`src/rtl/mem_arb_pkg.sv`:
```
// mem_arb_pkg: shared FSM encoding, word geometry and port-id type
// for the two-port byte-serial word arbiter (mem_word_arbiter).
package mem_arb_pkg;

  localparam int BYTES_PER_WORD = 4;
  localparam int PORT_ID_W = 1;
  localparam int BEAT_W = $clog2(BYTES_PER_WORD);

  typedef logic [PORT_ID_W-1:0] portId_t;
  typedef logic [BEAT_W-1:0] beat_t;

  typedef enum logic [1:0] {
    IDLE = 2'd0,
    BEAT = 2'd1,
    DONE = 2'd2
  } arbState_t;

  localparam portId_t PORT0 = PORT_ID_W'(0);
  localparam portId_t PORT1 = PORT_ID_W'(1);
  localparam beat_t LAST_BEAT = beat_t'(BYTES_PER_WORD - 1);

  // Byte k of a big-endian word: k = 0 is bits [31:24].
  function automatic logic [7:0] wordByte(
    input logic [31:0] word,
    input beat_t k
  );
    return 8'(word >> (8 * (BYTES_PER_WORD - 1 - int'(k))));
  endfunction

endpackage

```
`src/rtl/mem_arb_sel.sv`:
```
// mem_arb_sel: grant selection between port 0 and port 1.
// Ports: clk, rst, req0, req1, accept (grant taken), grant.
// MEM_ARB_RR_EN: round-robin with pointer; otherwise fixed port 0 first.
module mem_arb_sel
  import mem_arb_pkg::*;
(
  input  logic    clk,
  input  logic    rst,
  input  logic    req0,
  input  logic    req1,
  input  logic    accept,
  output portId_t grant
);

`ifdef MEM_ARB_RR_EN
  // prio names the port that wins the next tie.
  portId_t prio;

  always_comb begin
    grant = PORT0;
    unique case (1'b1)
      (req0 && req1): grant = prio;
      (req1 && !req0): grant = PORT1;
      default: grant = PORT0;
    endcase
  end

  always_ff @(posedge clk or posedge rst) begin
    if (rst) begin
      prio <= PORT0;
    end else if (accept) begin
      prio <= ~grant;
    end
  end
`else
  logic unusedSel;

  assign unusedSel = ^{clk, rst, accept};
  assign grant = (req1 && !req0) ? PORT1 : PORT0;
`endif

endmodule

```
`src/rtl/mem_word_arbiter.sv`:
```
// mem_word_arbiter: two requesters share a byte-wide RAM; each request
// moves one big-endian 32-bit word as four byte beats (MSB first).
// Ports: CLK, Reset (async, active high); per port reqN, weN, addrN,
// wdataN in and ackN, errN, rdataN out; RAM side ram_addr, ram_wdata,
// ram_we_n out and ram_rdata in. Config macro: MEM_ARB_RR_EN.
module mem_word_arbiter
  import mem_arb_pkg::*;
#(
  parameter int MEM_DEPTH = 61,
  parameter int ADDR_W = 32
) (
  input  logic              CLK,
  input  logic              Reset,
  input  logic              req0,
  input  logic              req1,
  input  logic              we0,
  input  logic              we1,
  input  logic [ADDR_W-1:0] addr0,
  input  logic [ADDR_W-1:0] addr1,
  input  logic [31:0]       wdata0,
  input  logic [31:0]       wdata1,
  output logic              ack0,
  output logic              ack1,
  output logic              err0,
  output logic              err1,
  output logic [31:0]       rdata0,
  output logic [31:0]       rdata1,
  output logic [ADDR_W-1:0] ram_addr,
  output logic [7:0]        ram_wdata,
  output logic              ram_we_n,
  input  logic [7:0]        ram_rdata
);

  arbState_t         state;
  beat_t             beat;
  beat_t             nextBeat;
  portId_t           grant;
  portId_t           curPort;
  logic              curWe;
  logic [ADDR_W-1:0] curAddr;
  logic [31:0]       curData;
  logic [23:0]       shadow;
  logic              accept;
  logic              selWe;
  logic [ADDR_W-1:0] selAddr;
  logic [31:0]       selData;
  logic [ADDR_W:0]   lastAddr;
  logic              rangeErr;

  assign accept = (state == IDLE) && (req0 || req1);
  assign selWe = (grant == PORT1) ? we1 : we0;
  assign selAddr = (grant == PORT1) ? addr1 : addr0;
  assign selData = (grant == PORT1) ? wdata1 : wdata0;

  // One extra bit so a base near the top of the address space
  // cannot wrap around and look valid.
  assign lastAddr = {1'b0, selAddr}
    + (ADDR_W+1)'(BYTES_PER_WORD - 1);
  assign rangeErr = lastAddr > (ADDR_W+1)'(MEM_DEPTH - 1);
  assign nextBeat = beat + beat_t'(1);

  mem_arb_sel uSel (
    .clk   (CLK),
    .rst   (Reset),
    .req0  (req0),
    .req1  (req1),
    .accept(accept),
    .grant (grant)
  );

  always_ff @(posedge CLK or posedge Reset) begin
    if (Reset) begin
      state     <= IDLE;
      beat      <= '0;
      curPort   <= PORT0;
      curWe     <= 1'b0;
      curAddr   <= '0;
      curData   <= '0;
      shadow    <= '0;
      ack0      <= 1'b0;
      ack1      <= 1'b0;
      err0      <= 1'b0;
      err1      <= 1'b0;
      rdata0    <= '0;
      rdata1    <= '0;
      ram_addr  <= '0;
      ram_wdata <= '0;
      ram_we_n  <= 1'b1;
    end else begin
      unique case (state)
        IDLE: begin
          if (accept) begin
            curPort <= grant;
            curWe   <= selWe;
            curAddr <= selAddr;
            curData <= selData;
            beat    <= '0;
            if (rangeErr) begin
              state <= DONE;
              ack0  <= (grant == PORT0);
              ack1  <= (grant == PORT1);
              err0  <= (grant == PORT0);
              err1  <= (grant == PORT1);
            end else begin
              state     <= BEAT;
              ram_addr  <= selAddr;
              ram_we_n  <= ~selWe;
              ram_wdata <= selWe ? wordByte(selData, '0) : 8'h00;
            end
          end
        end
        BEAT: begin
          // Read bytes shift in MSB first; the last one joins
          // them directly on the way into rdata.
          shadow <= {shadow[15:0], ram_rdata};
          if (beat == LAST_BEAT) begin
            state     <= DONE;
            ram_addr  <= '0;
            ram_wdata <= '0;
            ram_we_n  <= 1'b1;
            ack0      <= (curPort == PORT0);
            ack1      <= (curPort == PORT1);
            if (!curWe && curPort == PORT0) begin
              rdata0 <= {shadow, ram_rdata};
            end
            if (!curWe && curPort == PORT1) begin
              rdata1 <= {shadow, ram_rdata};
            end
          end else begin
            beat      <= nextBeat;
            ram_addr  <= curAddr + ADDR_W'(nextBeat);
            ram_wdata <= curWe ? wordByte(curData, nextBeat) : 8'h00;
          end
        end
        DONE: begin
          state <= IDLE;
          ack0  <= 1'b0;
          ack1  <= 1'b0;
          err0  <= 1'b0;
          err1  <= 1'b0;
        end
        default: state <= IDLE;
      endcase
    end
  end

endmodule

```
`config.mk`:
```
export PLATFORM = sky130hd
export DESIGN_NAME = mem_word_arbiter
export DESIGN_NICKNAME = d
export VERILOG_FILES = /design/src/rtl/mem_arb_pkg.sv /design/src/rtl/mem_arb_sel.sv /design/src/rtl/mem_word_arbiter.sv
export SDC_FILE = /design/constraint.sdc
export NUM_CORES = 1
export LEC_CHECK = 0
export CORE_MARGIN = 2
export CORE_UTILIZATION = 35
export DETAILED_ROUTE_END_ITERATION = 16
export DONT_BUFFER_PORTS = 1
export PLACE_DENSITY = 0.49
export SYNTH_ARGS = -nofsm -noshare
export SYNTH_HDL_FRONTEND = slang
export SYNTH_SLANG_ARGS = --single-unit
```
`constraint.sdc`:
```
create_clock -name CLK -period 7.85 [get_ports CLK]
set_input_delay 0.3925 -clock CLK [delete_from_list [all_inputs] [get_ports CLK]]
set_output_delay 0.3925 -clock CLK [all_outputs]
set_load 0.02 [all_outputs]
```
==> tab_implementation.tex <==
\begin{tabular}{lr}
\hline
Metric & Value \\
\hline
\multicolumn{2}{l}{\textbf{Outcome}} \\
\quad Status & completed \\
\multicolumn{2}{l}{\textbf{Die}} \\
\quad Die Y-Extent & 176.8 um \\
\quad Die outline area & 31260 um2 \\
\quad Count of boundary I/O pins & 251 \\
\quad Core Footprint & 29560 um2 \\
\quad Floorplan die width & 176.8 um \\
\quad Initial Utilization & 35.36\% \\
\quad Site Rows & 63 \\
\multicolumn{2}{l}{\textbf{Detailed routing}} \\
\quad Length of routed met3 wiring & 2710 um \\
\quad Detail-routed net length per standard cell & 21.53 um \\
\quad Number of vias in the routed layout & 6986 \\
\quad Via/cell ratio & 5.296 \\
\quad Total DRC errors in the routed layout & 0 \\
\quad Top layer used by detailed routing & met4 \\
\quad Number of violations reported at the end of detailed-routing iteration 0 & 354 \\
\quad Routed Antenna Nets & 0 \\
\quad Metal2 WL & 13060 um \\
\quad Pre-Repair DR Iteration Count & 4 \\
\quad Post-Route WL & 28400 um \\
\quad Detailed-route wire length on metal 1 & 11960 um \\
\multicolumn{2}{l}{\textbf{Logic synthesis}} \\
\quad Adder-cell share of the synthesized area & 0.9099\% \\
\quad Prevailing post-synth register cell & sky130\_fd\_sc\_hd\_\_dfrtp\_1 \\
\quad Asr flop ratio synth & 100.0\% \\
\quad Synth Area in Simple Gates & 10.32\% \\
\quad Mean Syn Cell Area & 11.42 um2 \\
\quad Xor/xnor cell area share of the yosys netlist & 3.184\% \\
\quad Number of warnings issued by yosys & 0 \\
\quad Portion of netlist area occupied by mux cells & 25.24\% \\
\quad Count of distinct cell types in the synthesized netlist & 61 \\
\quad Post-synth top area cell & sky130\_fd\_sc\_hd\_\_dfrtp\_1 \\
\quad Share of Yosys cell area claimed by the top area cell type & 48.37\% \\
\quad Portion of the post-synthesis area used by sequential elements & 48.62\% \\
\quad Syn nets & 1064 \\
\quad Complex-gate fraction of the synthesized area & 9.039\% \\
\quad Cell area after synthesis & 10450 um2 \\
\quad Synthesis-stage register bit count & 203 \\
\quad Cell count after synthesis & 915 \\
\quad Biggest area contributors in the synthesized netlist & sky130\_fd\_sc\_hd\_\_dfrtp\_1 48\%, sky130\_fd\_sc\_hd\_\_mux2\_2 10\%, sky130\_fd\_sc\_hd\_\_mux2i\_1 7.6\%, sky130\_fd\_sc\_hd\_\_mux2\_4 5.6\%, sky130\_fd\_sc\_hd\_\_nand2\_1 4.3\% \\
\quad Number of enable flip-flop cells after synthesis & 0 \\
\quad Combinational family with the most area after synthesis & multiplexers \\
\multicolumn{2}{l}{\textbf{Critical path}} \\
\quad Sort of element at the end of the critical path & flip-flop \\
\quad Worst reg2reg path startpoint & beat[0] \\
\quad Number of cells traversed by the worst register-to-register path & 11 \\
\quad Category of the most critical setup path & reg -> reg \\
\quad Worst path required time & 8250 ps \\
\quad Data arrival at the endpoint of the critical path & 4760 ps \\
\quad Register-to-register path setup slack & 3490 ps \\
\quad End of the worst register-to-register path & ram\_addr[28] \\
\quad Category of the worst setup path launch point & flip-flop \\
\quad Largest fanout on the critical path & 12 \\
\multicolumn{2}{l}{\textbf{Hold path}} \\
\quad Sink of the worst hold path & shadow[0] \\
\quad Hold path startpoint & ram\_rdata[0] \\
\quad Number of cells on the worst hold path & 1 \\
\quad Path class of the lowest-slack min-delay path & in -> reg \\
\multicolumn{2}{l}{\textbf{Global routing}} \\
\quad Residual overflow from global routing & 0 \\
\quad Via count of the first global-routing pass & 7209 \\
\quad Initial antenna violation count & 0 \\
\quad Largest net degree at the start of global routing & 135 \\
\quad Global-route wire length before repair & 43260 um \\
\quad Overall Global Routing Usage & 17.88\% \\
\multicolumn{2}{l}{\textbf{Timing}} \\
\quad Remaining max-slew budget at the tightest pin & 23.66\% \\
\quad Worst hold-check slack & 19.69 ps \\
\quad Clock period minus worst slack & 4356 ps \\
\quad Maximum frequency from static timing analysis & 229.6 MHz \\
\quad Number of slew-limit violations in the final report & 0 \\
\quad Clock Skew & 9.316 ps \\
\quad Setup repair after global routing missed its margin & false \\
\quad Actual slew at the worst max-slew pin & 1145 ps \\
\quad Final hold vios & 0 \\
\quad Final sum of negative setup slack & 0 ps \\
\quad Number of endpoints failing setup at the final stage & 0 \\
\quad Final period util & 55.49\% \\
\multicolumn{2}{l}{\textbf{Clock network}} \\
\quad CTS tree & built \\
\quad Worst-path clk slew & 60 ps \\
\quad TritonCTS Buffers & 25 \\
\quad Number of gates given a new drive strength after cts & 0 \\
\quad Cell at the root of the clock tree & sky130\_fd\_sc\_hd\_\_clkbuf\_16 \\
\quad CTS Hold Bufs & 9 \\
\quad Number of H-tree levels & 1 \\
\quad Number of buffers inserted by post-CTS setup repair & 0 \\
\quad Maximum buffer depth of the clock tree & 3 \\
\quad Insertion delay to the later sink of the worst-skew pair & 520 ps \\
\quad Clock sink count & 203 \\
\multicolumn{2}{l}{\textbf{Finish}} \\
\quad Fraction of layout cells with a size suffix above 1 & 21.31\% \\
\quad Commonest cells after routing, fill and taps aside & 202 x sky130\_fd\_sc\_hd\_\_dfrtp\_1, 119 x sky130\_fd\_sc\_hd\_\_nand2\_1, 95 x sky130\_fd\_sc\_hd\_\_mux2\_2 \\
\quad Area overhead of the layout relative to synthesis & 12.21\% \\
\quad Number of diodes & 0 \\
\quad Final instance area & 11730 um2 \\
\quad Final net count & 1059 \\
\quad Fillers & 2889 \\
\quad Area of the multi-input gates & 5131 um2 \\
\quad Most common library cell in the layout ignoring fill and taps & sky130\_fd\_sc\_hd\_\_dfrtp\_1 \\
\quad Sequential cell area in the final layout & 5081 um2 \\
\multicolumn{2}{l}{\textbf{Power}} \\
\quad PnR Total Power & 3.698 mW \\
\quad Leakage & 5.317 nW \\
\quad Power density over cell area & 315.3 nW/um2 \\
\quad VDD IR max & 0.0002384 V \\
\multicolumn{2}{l}{\textbf{Placed design}} \\
\quad Last weighted congestion value of the routability-driven placer & 0.8082 \\
\quad Hpwl dp & 19720 um \\
\quad IO buf count & 0 \\
\quad Post-placement cell area & 10810 um2 \\
\multicolumn{2}{l}{\textbf{Run}} \\
\quad Maximum capacitance violations & 0 \\
\hline
\end{tabular}
[registers in the layout, indices dropped and copies added (netlist names), 2 cells and up]
name       flops
rdata1        32
ram_addr      32
curAddr       32
ram_wdata      8
curData       32
shadow        24
rdata0        32
state          2
beat           2
[cell families (layout without fill, tap and decap cells)]
family	Yosys count	count (layout)
buf+inv	63	77
flops	203	203
simple gates	226	226
mux	222	222
fa+ha+maj	7	7
compound gates	156	156
xor+xnor	38	38
[report_power, final]
group          internal [mW]  leakage, nW  switching [mW]
combinational          0.425         2.30           0.399
sequential              1.33         2.62           0.400
clock                  0.683        0.393           0.458
total                   2.44         5.32            1.26
[worst max-delay path by stage]
stage / startpoint / endpoint / slack [ps] / cells past startpoint
final: beat[0] / ram_addr[28] / 3490 / 11
after global placement: req0 / ram_addr[28] / 3080 / 11
after global routing: beat[0] / ram_addr[28] / 3150 / 11
after floorplan: Reset / ack0 / 1920 / 1
after detailed placement: req0 / ram_wdata[5] / 2980 / 11
after CTS: beat[0] / ram_addr[28] / 3460 / 11
[metal layers]
layer / GRT usage, % / vias up
met2: 28.76 / 206
met3: 6.937 / 39
li1: - / 3306
met5: 0 / -
met4: 4.614 / 0
met1: 22.54 / 3435
[synthesized netlist by cell type (all sizes together), types with 2 or more instances]
| library cell | number |
|---|---|
| xor2 | 24 |
| ha | 6 |
| o211ai | 2 |
| o22ai | 31 |
| nand2 | 119 |
| o21ai | 83 |
| nand3b | 3 |
| a2111oi | 2 |
| o31a | 4 |
| a21oi | 11 |
| or3 | 5 |
| nor4 | 4 |
| and3 | 7 |
| nand3 | 25 |
| clkbuf | 33 |
| nor3b | 2 |
| nor4b | 2 |
| xnor2 | 14 |
| inv | 12 |
| mux4 | 8 |
| mux2 | 135 |
| nand4 | 12 |
| buf | 18 |
| nor3 | 12 |
| mux2i | 79 |
| o2111a | 3 |
| and4 | 2 |
| and2 | 2 |
| o2bb2ai | 2 |
| o31ai | 2 |
| nand2b | 5 |
| o311ai | 2 |
| dfrtp | 202 |
| nor2 | 16 |
| nor2b | 3 |
| or4 | 2 |
| o2111ai | 4 |
| o211a | 2 |
[worst max-delay path, stage by stage (launching register included)]
cell and delay (ps):
sky130_fd_sc_hd__dfrtp_1 600, sky130_fd_sc_hd__ha_1 690, sky130_fd_sc_hd__inv_1 160, sky130_fd_sc_hd__fa_1 490, sky130_fd_sc_hd__nor4b_1 830, sky130_fd_sc_hd__and3_1 370, sky130_fd_sc_hd__nand2_1 100, sky130_fd_sc_hd__nor2_1 320
sky130_fd_sc_hd__nand2_1 110, sky130_fd_sc_hd__xor2_1 170, sky130_fd_sc_hd__o22ai_1 100, sky130_fd_sc_hd__mux2_4 290
[per-stage QoR]
step	cells	setup slack (ps)	utilization [%]
floorplan	915	1920	-
global placement	1261	3075	36.55
detailed placement	1261	2983	36.55
CTS	1316	3457	39.57
global route	1319	3153	39.67
finish	1319	3494	39.67
[area by class of cell]
type                            count  share of cell area, %
Multi-Input combinational cell    649                  43.75
Timing Repair Buffer               19                  1.472
Tap cell                          390                  4.161
Clock inverter                      9                 0.8642
Sequential cell                   203                  43.33
Clock buffer                       37                  5.975
Inverter                           12                 0.4481
Note: power is estimated with default switching activity, not from simulation.
